<file path="src/rtl/uart_tx_interface.sv">
// uart_tx_interface: host-side transmit FIFO feeding a UART transmitter with a start/done handshake
//   clk, reset          : rising-edge clock, synchronous active-high reset
//   wr_uart, w_data     : host write strobe and data (dropped while tx_full)
//   tx_full, tx_empty   : registered FIFO status
//   tx_busy             : FSM not idle
//   tx_start, tx_data   : one-cycle start pulse and held byte for the transmitter
//   tx_done_tick        : transmitter finished the current byte
//   UART_TX_OVERRUN_FLAG_EN adds clr_overrun / overrun (sticky write-while-full flag)
module uart_tx_interface #(
   parameter int N = 8,
   parameter int W = 2
) (
   input  logic         clk,
   input  logic         reset,
   input  logic         wr_uart,
   input  logic [N-1:0] w_data,
   output logic         tx_full,
   output logic         tx_empty,
   output logic         tx_busy,
   output logic         tx_start,
   output logic [N-1:0] tx_data,
   input  logic         tx_done_tick
`ifdef UART_TX_OVERRUN_FLAG_EN
   ,
   input  logic         clr_overrun,
   output logic         overrun
`endif
);
   typedef enum logic [1:0] {IDLE, START, WAIT} state_t;
   state_t state, state_next;
   logic [N-1:0] mem [2**W];
   logic [W-1:0] wptr, rptr;
   logic full, empty, wr_en, rd_en;
   assign wr_en = wr_uart & ~full;
   assign rd_en = (state == IDLE) & ~empty;
   assign tx_full = full;
   assign tx_empty = empty;
   assign tx_busy = state != IDLE;
   assign tx_start = state == START;
   always_ff @(posedge clk) begin
      if (reset) begin
         wptr <= '0;
         rptr <= '0;
         full <= 1'b0;
         empty <= 1'b1;
         tx_data <= '0;
         state <= IDLE;
      end else begin
         state <= state_next;
         if (wr_en) mem[wptr] <= w_data;
         if (wr_en) wptr <= wptr + 1'b1;
         if (rd_en) rptr <= rptr + 1'b1;
         if (rd_en) tx_data <= mem[rptr];
         // a simultaneous write and pop leaves occupancy, and so both flags, unchanged
         if (wr_en & ~rd_en) begin
            empty <= 1'b0;
            full <= (wptr + 1'b1) == rptr;
         end else if (rd_en & ~wr_en) begin
            full <= 1'b0;
            empty <= (rptr + 1'b1) == wptr;
         end
      end
   end
   always_comb begin
      state_next = state;
      if (state == IDLE && !empty) state_next = START;
      else if (state == START) state_next = WAIT;
      else if (state == WAIT && tx_done_tick) state_next = IDLE;
   end
`ifdef UART_TX_OVERRUN_FLAG_EN
   always_ff @(posedge clk) begin
      if (reset) overrun <= 1'b0;
      else if (wr_uart & full) overrun <= 1'b1;
      else if (clr_overrun) overrun <= 1'b0;
   end
`endif
endmodule

</file>
<file path="config.mk">
export PLATFORM = sky130hd
export DESIGN_NAME = uart_tx_interface
export DESIGN_NICKNAME = d
export VERILOG_FILES = /design/src/rtl/uart_tx_interface.sv
export SDC_FILE = /design/constraint.sdc
export NUM_CORES = 1
export LEC_CHECK = 0
export BUFFER_PORTS_ARGS = -buffer_cell sky130_fd_sc_hd__buf_2
export CAP_MARGIN = 0
export CORE_MARGIN = 4
export CORE_UTILIZATION = 60
export CTS_CLUSTER_SIZE = 14
export DETAILED_ROUTE_END_ITERATION = 6
export GPL_TIMING_DRIVEN = 1
export PLACE_DENSITY = 0.82
export SYNTH_ARGS = -nofsm -noshare
export SYNTH_HDL_FRONTEND = slang
export SYNTH_SLANG_ARGS = --single-unit
</file>
<file path="constraint.sdc">
create_clock -name clk -period 3 [get_ports clk]
set_input_delay 0.45 -clock clk [delete_from_list [all_inputs] [get_ports clk]]
set_output_delay 0.45 -clock clk [all_outputs]
set_load 0.005 [all_outputs]
</file>
## Word-level counts from Yosys, hierarchy flattened

Memories as Yosys holds them, arrays and structs flattened. A register that Yosys moved wholly into a read port is not among the register bits.
Cells that the tools add are included.

| cells by class | value |
|---|---|
| equal/unequal tests | 4 |
| multiplexer cells | 10 |
| add/subtract/negate cells | 2 |
| reduce and logical (&&, ||, !) cells | 9 |
| bitwise logic cells | 8 |

Operators with widths:

| kind | number |
|---|---|
| $mux 1 | 8 |
| $reduce_bool 2->1 | 3 |
| $add 2x1->2 const B | 2 |
| $and 1x1->1 | 4 |
| $eq 2x2->1 | 2 |
| $mux 2 | 2 |
| $not 1->1 | 4 |
| $reduce_bool 3->1 | 1 |
| $eq 2x1->1 const B | 1 |
| $eq 2x2->1 const B | 1 |
| $logic_and 1x1->1 | 2 |
| $logic_not 2->1 | 1 |
| $reduce_or 2->1 | 1 |
| $logic_not 1->1 | 1 |

| word-level totals | value |
|---|---|
| RAM bits | 32 |
| memories | 1 |
| output and inout bits | 12 |
| bits of input ports | 12 |
| logic and storage cells | 40 |
| flip-flop bits (word level) | 8 |

Memories:

| memory | words | bits a word | rd ports | clocked after Yosys merged registers in | write ports | RTL line | source |
|---|---|---|---|---|---|---|---|
| mem | 4 | 8 | 1 | 1 | 1 | 31 | `logic [N-1:0] mem [2**W];` |

## Longest topological paths before layout

Gate-level depths: netlist of the first run.

| depth | value |
|---|---|
| depth after elaboration | 6 |
| gate-level depth with buffers | 7 |
| gate-level depth less buffers | 6 |

## Worst setup path before layout of the first run

Ideal clock, no wire load.

| timing | value |
|---|---|
| path kind | reg-to-reg |
| from | register empty, in the netlist tx_empty |
| to | register empty, in the netlist tx_empty |
| stages on the path, launching flop included | 8 |
| path slack | 1396 ps |
| clock period less this slack | 1604 ps |
| arrival time | 1530 ps |
| path buffers | 1 |
| setup time | 74 ps |
| required time | 2926 ps |
| cells stage by stage | dfxtp_1 -> nor3_4 -> inv_2 -> clkbuf_1 -> ha_1 -> nor3b_1 -> mux2i_1 -> o21ai_0 |

| between the ends | value |
|---|---|
| longest elaborated chain between the ends | 5 |
| elaborated cells on any way between the ends | 7 |
| those cells by class | 1 x mux; 5 x bitwise; 1 x reduce/logical |

RTL lines:

| item | RTL line | source |
|---|---|---|
| start, declared | 33 | `logic full, empty, wr_en, rd_en;` |
| start signal, assigned | 60 | `empty <= (rptr + 1'b1) == wptr;` |
| $not 1->1 * | 35 | `assign rd_en = (state == IDLE) & ~empty;` |
| $and 1x1->1 * | 35 |  |
| $not 1->1 | 55 | `if (wr_en & ~rd_en) begin` |
| $and 1x1->1 | 55 |  |
| $mux 1 / $reduce_bool 2->1 (equally long branches) | - |  |

Mark *: on every way between the ends. The rest lies on a longest branch, timed or not.
A chain may end at the register's enable or synchronous reset.

## Worst setup path in the final report of the first run

| timing | value |
|---|---|
| from | register state[0] |
| to | register empty, in the netlist tx_empty |

| between the ends | value |
|---|---|
| longest elaborated chain between the ends | 5 |
| elaborated cells on any way between the ends | 7 |
| those cells by class | 1 x mux; 4 x bitwise; 2 x reduce/logical |

RTL lines:

| item | RTL line | source |
|---|---|---|
| start, declared | 30 | `state_t state, state_next;` |
| start signal, assigned | 49 | `state <= state_next;` |
| $logic_not 2->1 * | 35 |  |
| $and 1x1->1 * | 35 |  |
| $not 1->1 | 55 |  |
| $and 1x1->1 | 55 |  |
| $mux 1 / $reduce_bool 2->1 (equally long branches) | - |  |

Marks and branches as above.

==> results of run 1 <==
-- routing by layer --
| metal | GRT usage, % | vias up | wire length, um |
|---|---|---|---|
| met3 | 4.22 | 7 | 152 |
| met5 | 0 | - | 0 |
| met1 | 25.2 | 498 | 1460 |
| met4 | 7.39 | 0 | 51 |
| met2 | 26.7 | 34 | 1500 |
| li1 | - | 510 | - |
-- worst max-delay path, cell delays in order, from the launching register on --
cell and delay [ps]:
dfxtp_1 390, nor3_4 400, inv_2 200, ha_1 280, nor3b_1 200, mux2i_1 110
o21ai_0 130
-- final cells by class --
cell class,count,area [sq um]
Fill cell,203,911
Inverter,5,18.8
Clock buffer,5,37.5
Timing Repair Buffer,23,115
Clock inverter,3,47.5
Sequential cell,48,1280
Multi-Input combinational cell,71,562
Tap cell,44,55.1
-- stage by stage --
stage	hold WS [ps]	instance area [sq um]
finish	313	2120
global route	295	2120
CTS	304	2120
detailed placement	449	2030
global placement	442	2030
floorplan	453	1890
-- power groups by stage --
stage / combinational [uW] / sequential, uW / clock, uW
finish: 263 / 831 / 382
global route: 295 / 843 / 420
CTS: 267 / 833 / 385
detailed placement: 264 / 847 / 0
global placement: 258 / 842 / 0
floorplan: 219 / 816 / 0
-- sequential cells by signal, indices dropped and copies added, names as in the netlist --
signal and count:
state 2, rptr 2, tx_data 8, mem 32
tx_empty 1, wptr 2, tx_full 1
-- synthesized netlist by cell type --
library cell,instances,area (sq um)
xor2_1,1,8.76
nor2b_1,3,18.8
nand4_1,1,6.26
mux2i_1,2,20.0
nand2_1,18,67.6
buf_6,1,11.3
nor3b_1,2,15.0
o21ai_0,3,15.0
inv_2,1,3.75
xnor2_1,4,35.0
a21oi_1,12,60.1
mux4_2,8,180
nor2_1,5,18.8
inv_1,4,15.0
ha_1,5,62.6
or2_2,1,6.26
clkbuf_1,3,11.3
and2_1,4,25.0
edfxtp_1,32,961
or3_1,1,6.26
nor3_4,1,16.3
buf_2,1,5.00
dfxtp_1,16,320
-- cell usage in the layout, fill, tap and decap left out --
master      n
bufinv_16   1
mux4_2      8
clkbuf_4    5
dfxtp_1    16
o21ai_0     3
or2_2       1
or3_1       1
mux2i_1     2
inv_1       4
buf_2      23
nor3b_1     2
xor2_1      1
nor2_1      5
xnor2_1     4
a21oi_1    12
nor3_4      1
clkinv_4    2
nand2_1    18
nor2b_1     3
and2_1      4
ha_1        5
nand4_1     1
edfxtp_1   32
inv_2       1
-- kinds of logic (layout without fill, tap and decap cells) --
family                   Yosys count  in the layout  synth area share, %
AO/OA/AOI/OAI                     15             15                 3.97
XOR/XNOR                           5              5                 2.32
adder cells (fa/ha/maj)            5              5                 3.31
buffers and inverters             10             36                 2.45
flip-flops                        48             48                 67.8
multiplexers                      10             10                 10.6
AND/OR/NAND/NOR                   36             36                 9.54
-- worst paths after layout --
check / from / to / slack (ps) / cells after the start
min reg2reg: tx_data[1]$_SDFFE_PP0P_ / tx_data[1]$_SDFFE_PP0P_ / 470 / 2
max: state[0]$_SDFFE_PP0P_ / tx_empty$_SDFFE_PP1P_ / 1240 / 6
max reg2reg: state[0]$_SDFFE_PP0P_ / tx_empty$_SDFFE_PP1P_ / 1240 / 6
min: w_data[2] / mem[3][2]$_DFFE_PP_ / 310 / 1
==> results by stage, run 1 <==
Clock network:
- In this run the post-CTS setup repair buffer count came out at 0.
- TritonCTS created 5 clock buffers.
- The clock passes through at most 2 buffers.
- The CTS root buffer is clkbuf_4.
- The number of buffers added to fix hold violations after cts is 0.
- The clock tree from TritonCTS is done.
- The number of clock sinks seen by CTS is between 40 and 50.
- After clock tree synthesis, the clock-pin slew on the worst setup and hold paths is around 140 ps.
- The maximum level of the CTS H-tree is 2.
- The number of gates given a new drive strength after cts is 0.
- The insertion delay to the later sink of the worst-skew pair is 360 ps.

Run:
- The max-cap violation count is 0.

Die:
- Pin placement for this block handled 24 I/O pins.
- The core region area is 3030 sq um.
- The overall die width is 64.1 um.
- The number of standard-cell rows in the floorplan is 20.
- The floorplan step defined a die boundary enclosing roughly 4100 sq um.
- Once the floorplan was initialized, standard cells occupied 62.4% of the core.
- From bottom edge to top edge, the die measures 64.1 um.

STA:
- The maximum clock frequency is 568 MHz.
- After layout, the worst setup slack is 1240 ps.
- For the pin with the worst max-slew slack, the measured transition is 712 ps.
- The number of max-slew violations in the final report is 0.
- The time the final worst path needs with I/O delays and setup is 1760 ps.
- Setup violations remaining at the end of the flow were counted as 0.
- After layout, the worst path uses between 50% and 60% of the clock period.
- The count of final hold-check violations came to 0.
- Setup repair after global routing left no endpoint under its margin.
- The remaining max-slew budget at the tightest pin is 52.4%.
- Across the routed clock network, the largest skew measured is between 10 and 15 ps.
- The sum of negative setup slack is 0 ps.

Place:
- The number of instances in the placed design is 191.
- Detailed placement finished with a half-perimeter wire length of 2250 um.
- The weighted congestion at the end of routability-driven global placement is 0.758.
- OpenSTA, run right after detailed placement, puts the worst setup slack at 1120 ps.
- During placement, the flow inserted port buffers numbering 23.

Global route:
- The global-route wire length before repair is 5370 um.
- For this run the aggregate overflow at the end of global routing stands at 0.
- The initial antenna violation count is 0.
- The overall fraction of global-route tracks in use is between 10% and 20%.
- Entering global routing, the biggest net connects 19 pins.
- The via count of the first global-routing pass is 1064.

Cells and area:
- The synthesis-to-layout area growth is 12.1%.
- The final net count is 171.
- The final cell count without fillers is 199.
- The core utilization of the finished layout is between 60% and 70%.
- The number of antenna diodes in the final layout is 0.
- The fraction of layout cells with a size suffix above 1 is roughly 27%.

Route:
- After detailed routing, the number of vias per cell comes to 5.27.
- After detailed routing, the number of remaining DRC violations is 0.
- For this run, the detailed router's first-pass iteration total came to 4.
- In this run the remaining antenna-violating nets after routing total 0.
- The via count is 1049.
- Dividing the detail-routed wire length by the instance count gives 15.9 um.
- In this run, the number of DRC markers left after iteration 0 of detailed routing was 60.
- The total wirelength of the detailed-routed design is 3160 um.

Yosys:
- Synthesis inferred 48 register bits.
- The number of nets in the synthesized netlist is 146.
- The mapped netlist covers 1890 sq um.
- The sequential cell area fraction in the yosys report is between 60% and 70%.
- The average cell area after synthesis is 14.6 sq um.
- The gate count of the mapped netlist is 129.
- The unique cell type count in the Yosys netlist is 23.
- The number of synthesis warnings is 0.

Worst setup path:
- The worst setup path is captured at a flop.
- STA classifies the critical path startpoint as a flop.
- The worst path arrival time is 2060 ps.
- The maximum fanout count along the critical path is 12.
- The worst endpoint required time is 3300 ps.
- The critical path in this run is classified as reg2reg.

Outcome:
- The flow ran to the end, and the final reports show no timing, DRC or antenna violations.

Power and ir drop:
- The part of the power in combinational logic is 17.8%.
- Across the VDD grid, the largest voltage drop is about 0.00043 V.
- The share of total power dissipated in the clock network is approximately a quarter.
- Of the total power, registers draw 56.3%.
- In this run the static leakage power is 0.000771 uW.
- The share of total power consumed by net switching is 26.7%.
- The switching power total is 394 uW.
- The internal power of the cells totals 1080 uW.
- The design draws between 1000 and 1500 uW.
- In this run the power density over the cells is 697 nW/um^2.

Worst hold path:
- The path class of the tightest hold or removal check is in2reg.
No activity file was read; power rests on OpenSTA's default activity.
==> inputs of run 2 (changes only) <==
CORE_UTILIZATION = 50   (was 60)
PLACE_DENSITY = 0.73   (was 0.82)
clock period = 1.5 ns   (was 3 ns; I/O delays follow)
==> results by stage, run 2 (synthesis gave the netlist of run 1 again) <==
Route:
- Summed over all nets, wire length on met2 after detailed routing comes to 1490 um.
- Summing over every cut layer, the via total after detailed routing is 1051.
- For this block, wires on met1 add up to 1420 um.
- In this run the remaining antenna-violating nets after routing total 0.
- In the routed design, unresolved DRC markers number 0.
- For this block, the initial DRC count from the detailed router was 36.
- The highest signal layer in the routed design is met4.
- The met3 wire length is 161 um.
- The total wirelength of the detailed-routed design is 3110 um.
- The via count normalized by instance count is ~5.
- The number of detailed-routing iterations run before antenna repair is 3.
- Dividing the detail-routed wire length by the instance count gives roughly 15 um.

Cells and area:
- The final cell count without fillers is about 210.
- The area taken by flip-flops and latches is 1280 sq um.
- The register with the most flip-flops in the layout has 32 of them.
- In the layout the commonest cells are edfxtp_1 (32), buf_2 (23), nand2_1 (18), dfxtp_1 (15), a21oi_1 (12).
- The number of inserted diodes is 0.
- In the final layout, the registers with the most flip-flops are mem (32), tx_data (8).
- The area of combinational cells with multiple inputs is 582 sq um.
- The synthesis-to-layout area growth is 18.0%.
- The final net count is 177.
- More flip-flops sit in one register than any other, and that register is mem.
- The number of filler instances in the final layout is 272.
- The most common library cell in the layout ignoring fill and taps is edfxtp_1.
- The fraction of layout cells with a size suffix above 1 is 32.3%.

Clock network:
- In this run the clock root is driven by a clkbuf_8.
- After clock tree synthesis, the flow added hold-fix buffers numbering 0.
- The clock edge transition at the registers on the reported setup and hold paths is 80 ps.
- Clock latency on the worst-skew pair, taken at its later pin, is between 200 and 300 ps.
- In this run the deepest clock path goes through 2 buffers.
- The count of buffers added by post-CTS timing repair for setup is 0.
- The clock tree from TritonCTS is done.
- In this run the number of H-tree levels came out at 2.
- The number of CTS-inserted buffers is 5.
- Counting every sink on the clock net gives 48.

Die:
- For this design the top-level I/O count stands at 24.
- The floorplan step defined a core boundary enclosing 3660 sq um.
- Once the floorplan was initialized, standard cells occupied around half of the core.
- In this run the core area contains 22 standard-cell rows.
- The overall die width is 69.5 um.
- The die covers 4830 sq um.
- The die span in y is 69.5 um.

Power and ir drop:
- The clock network power share is between 20% and 30%.
- The sequential share of power is 53.3%.
- The switching power total is 805 uW.
- The part of the power in combinational logic is a little under a quarter.
- The areal power density over the cells is 1360 nW/um^2.
- Summed over all cells, the static leakage comes to approximately 0.0008 uW.
- IR analysis of the VDD net gives a maximum drop of ~0.00066 V.
- Of the total power, the share spent switching nets is 26.6%.
- The internal power of the cells totals 2220 uW.

Place:
- The detailed placement HPWL is 2250 um.
- The weighted congestion at the end of routability-driven global placement is 0.770.
- Input and output buffers added on the ports amount to 23.
- The number of instances in the placed design is 201.

Worst setup path:
- The worst setup path is launched from a flop.
- The type of the worst setup path is reg2reg.
- The endpoint class of the critical path is a flop.
- The worst endpoint required time is 1520 ps.
- Along the worst path, the maximum fanout reaches 8.
- The worst path arrival time is 1390 ps.

Global route:
- The largest net degree at the start of global routing is 18.
- The via count of the first global-routing pass is 1062.
- The first global-routing pass estimated 5120 um of wire.
- The overall fraction of global-route tracks in use is 13.6%.
- The total grt overflow is 0.
- The initial antenna violation count was 0.

STA:
- On the final layout, the worst clock skew is 2.94 ps.
- The count of final hold-check violations is 0.
- The worst pin sits at a relative slew slack of 66.7%.
- The number of endpoints failing setup at the final stage is 0.
- The part of the cycle the worst path needs is 91.7%.
- Setup total negative slack on the finished layout was measured at 0 ps.
- Setup repair after global routing left no endpoint under its margin.
- The number of max-slew violations in the final report was 0.
- The time the final worst path needs with I/O delays and setup is roughly 1400 ps.
- At the pin with the least slew margin, the transition time is 499 ps.
- The maximum clock frequency is 727 MHz.

Worst hold path:
- The min-delay analysis places its worst path in the category in2reg.

Run:
- The max-cap violation count is 0.

Outcome:
- The run finished with clean final reports.
## run 2: cell count changes in the layout (fill, tap and decap cells not counted), sizes merged
cell,change
buf,+6
bufinv,-1
inv,+1
## run 2: routing by layer
metal / vias up / global-route usage (%)
met5: - / 0
met4: 0 / 4.77
met3: 7 / 4.35
met2: 23 / 21.6
met1: 500 / 17.5
li1: 521 / -
## run 2: worst paths after layout
check | startpoint | end | slack, ps | cells past startpoint
max reg2reg | tx_full$_SDFFE_PP0P_ | mem[1][4]$_DFFE_PP_ | 120 | 4
min reg2reg | tx_data[0]$_SDFFE_PP0P_ | tx_data[0]$_SDFFE_PP0P_ | 460 | 2
min | w_data[5] | mem[0][5]$_DFFE_PP_ | 150 | 1
max | tx_full$_SDFFE_PP0P_ | mem[1][4]$_DFFE_PP_ | 120 | 4
## run 2: area by class of cell
cell class | instances | area share (%)
repair buffers | 29 | 8.87
inverters | 5 | 0.954
clock buffers | 5 | 3.09
multi-input cells | 71 | 26.1
clock inverters | 3 | 0.786
flip-flops and latches | 48 | 57.5
well taps | 48 | 2.69
## run 2: power by group through the flow
stage	registers (uW)	clock network, uW	logic, uW
final	1610	725	687
after global routing	1620	795	763
after CTS	1610	753	686
after detailed placement	1640	0	681
after global placement	1630	0	667
after floorplan	1630	0	464
## run 2: repair_timing
item                       in CTS  in global routing
pin swaps                       0                  1
resized for setup               1                  3
setup endpoints to repair       8                  9
## run 2: per-stage QoR
step           setup WS [ps]  instance area (sq um)  utilization (%)  hold WS [ps]  power (uW)
3_5_place_dp           -7.54                   2130             58.3           450        2320
2_1_floorplan           10.0                   1910                -           324        2100
3_3_place_gp            41.7                   2130             58.3           441        2300
6_report                 125                   2230             60.9           152        3020
4_1_cts                 6.96                   2220             60.7           138        3050
5_1_grt                 10.7                   2230             60.9           149        3180
## run 2: critical path, cell delays in order (launching register included)
cell     delay (ps)
dfxtp_1         330
nor2b_1         140
nor2b_1         270
and2_1          220
buf_12          140
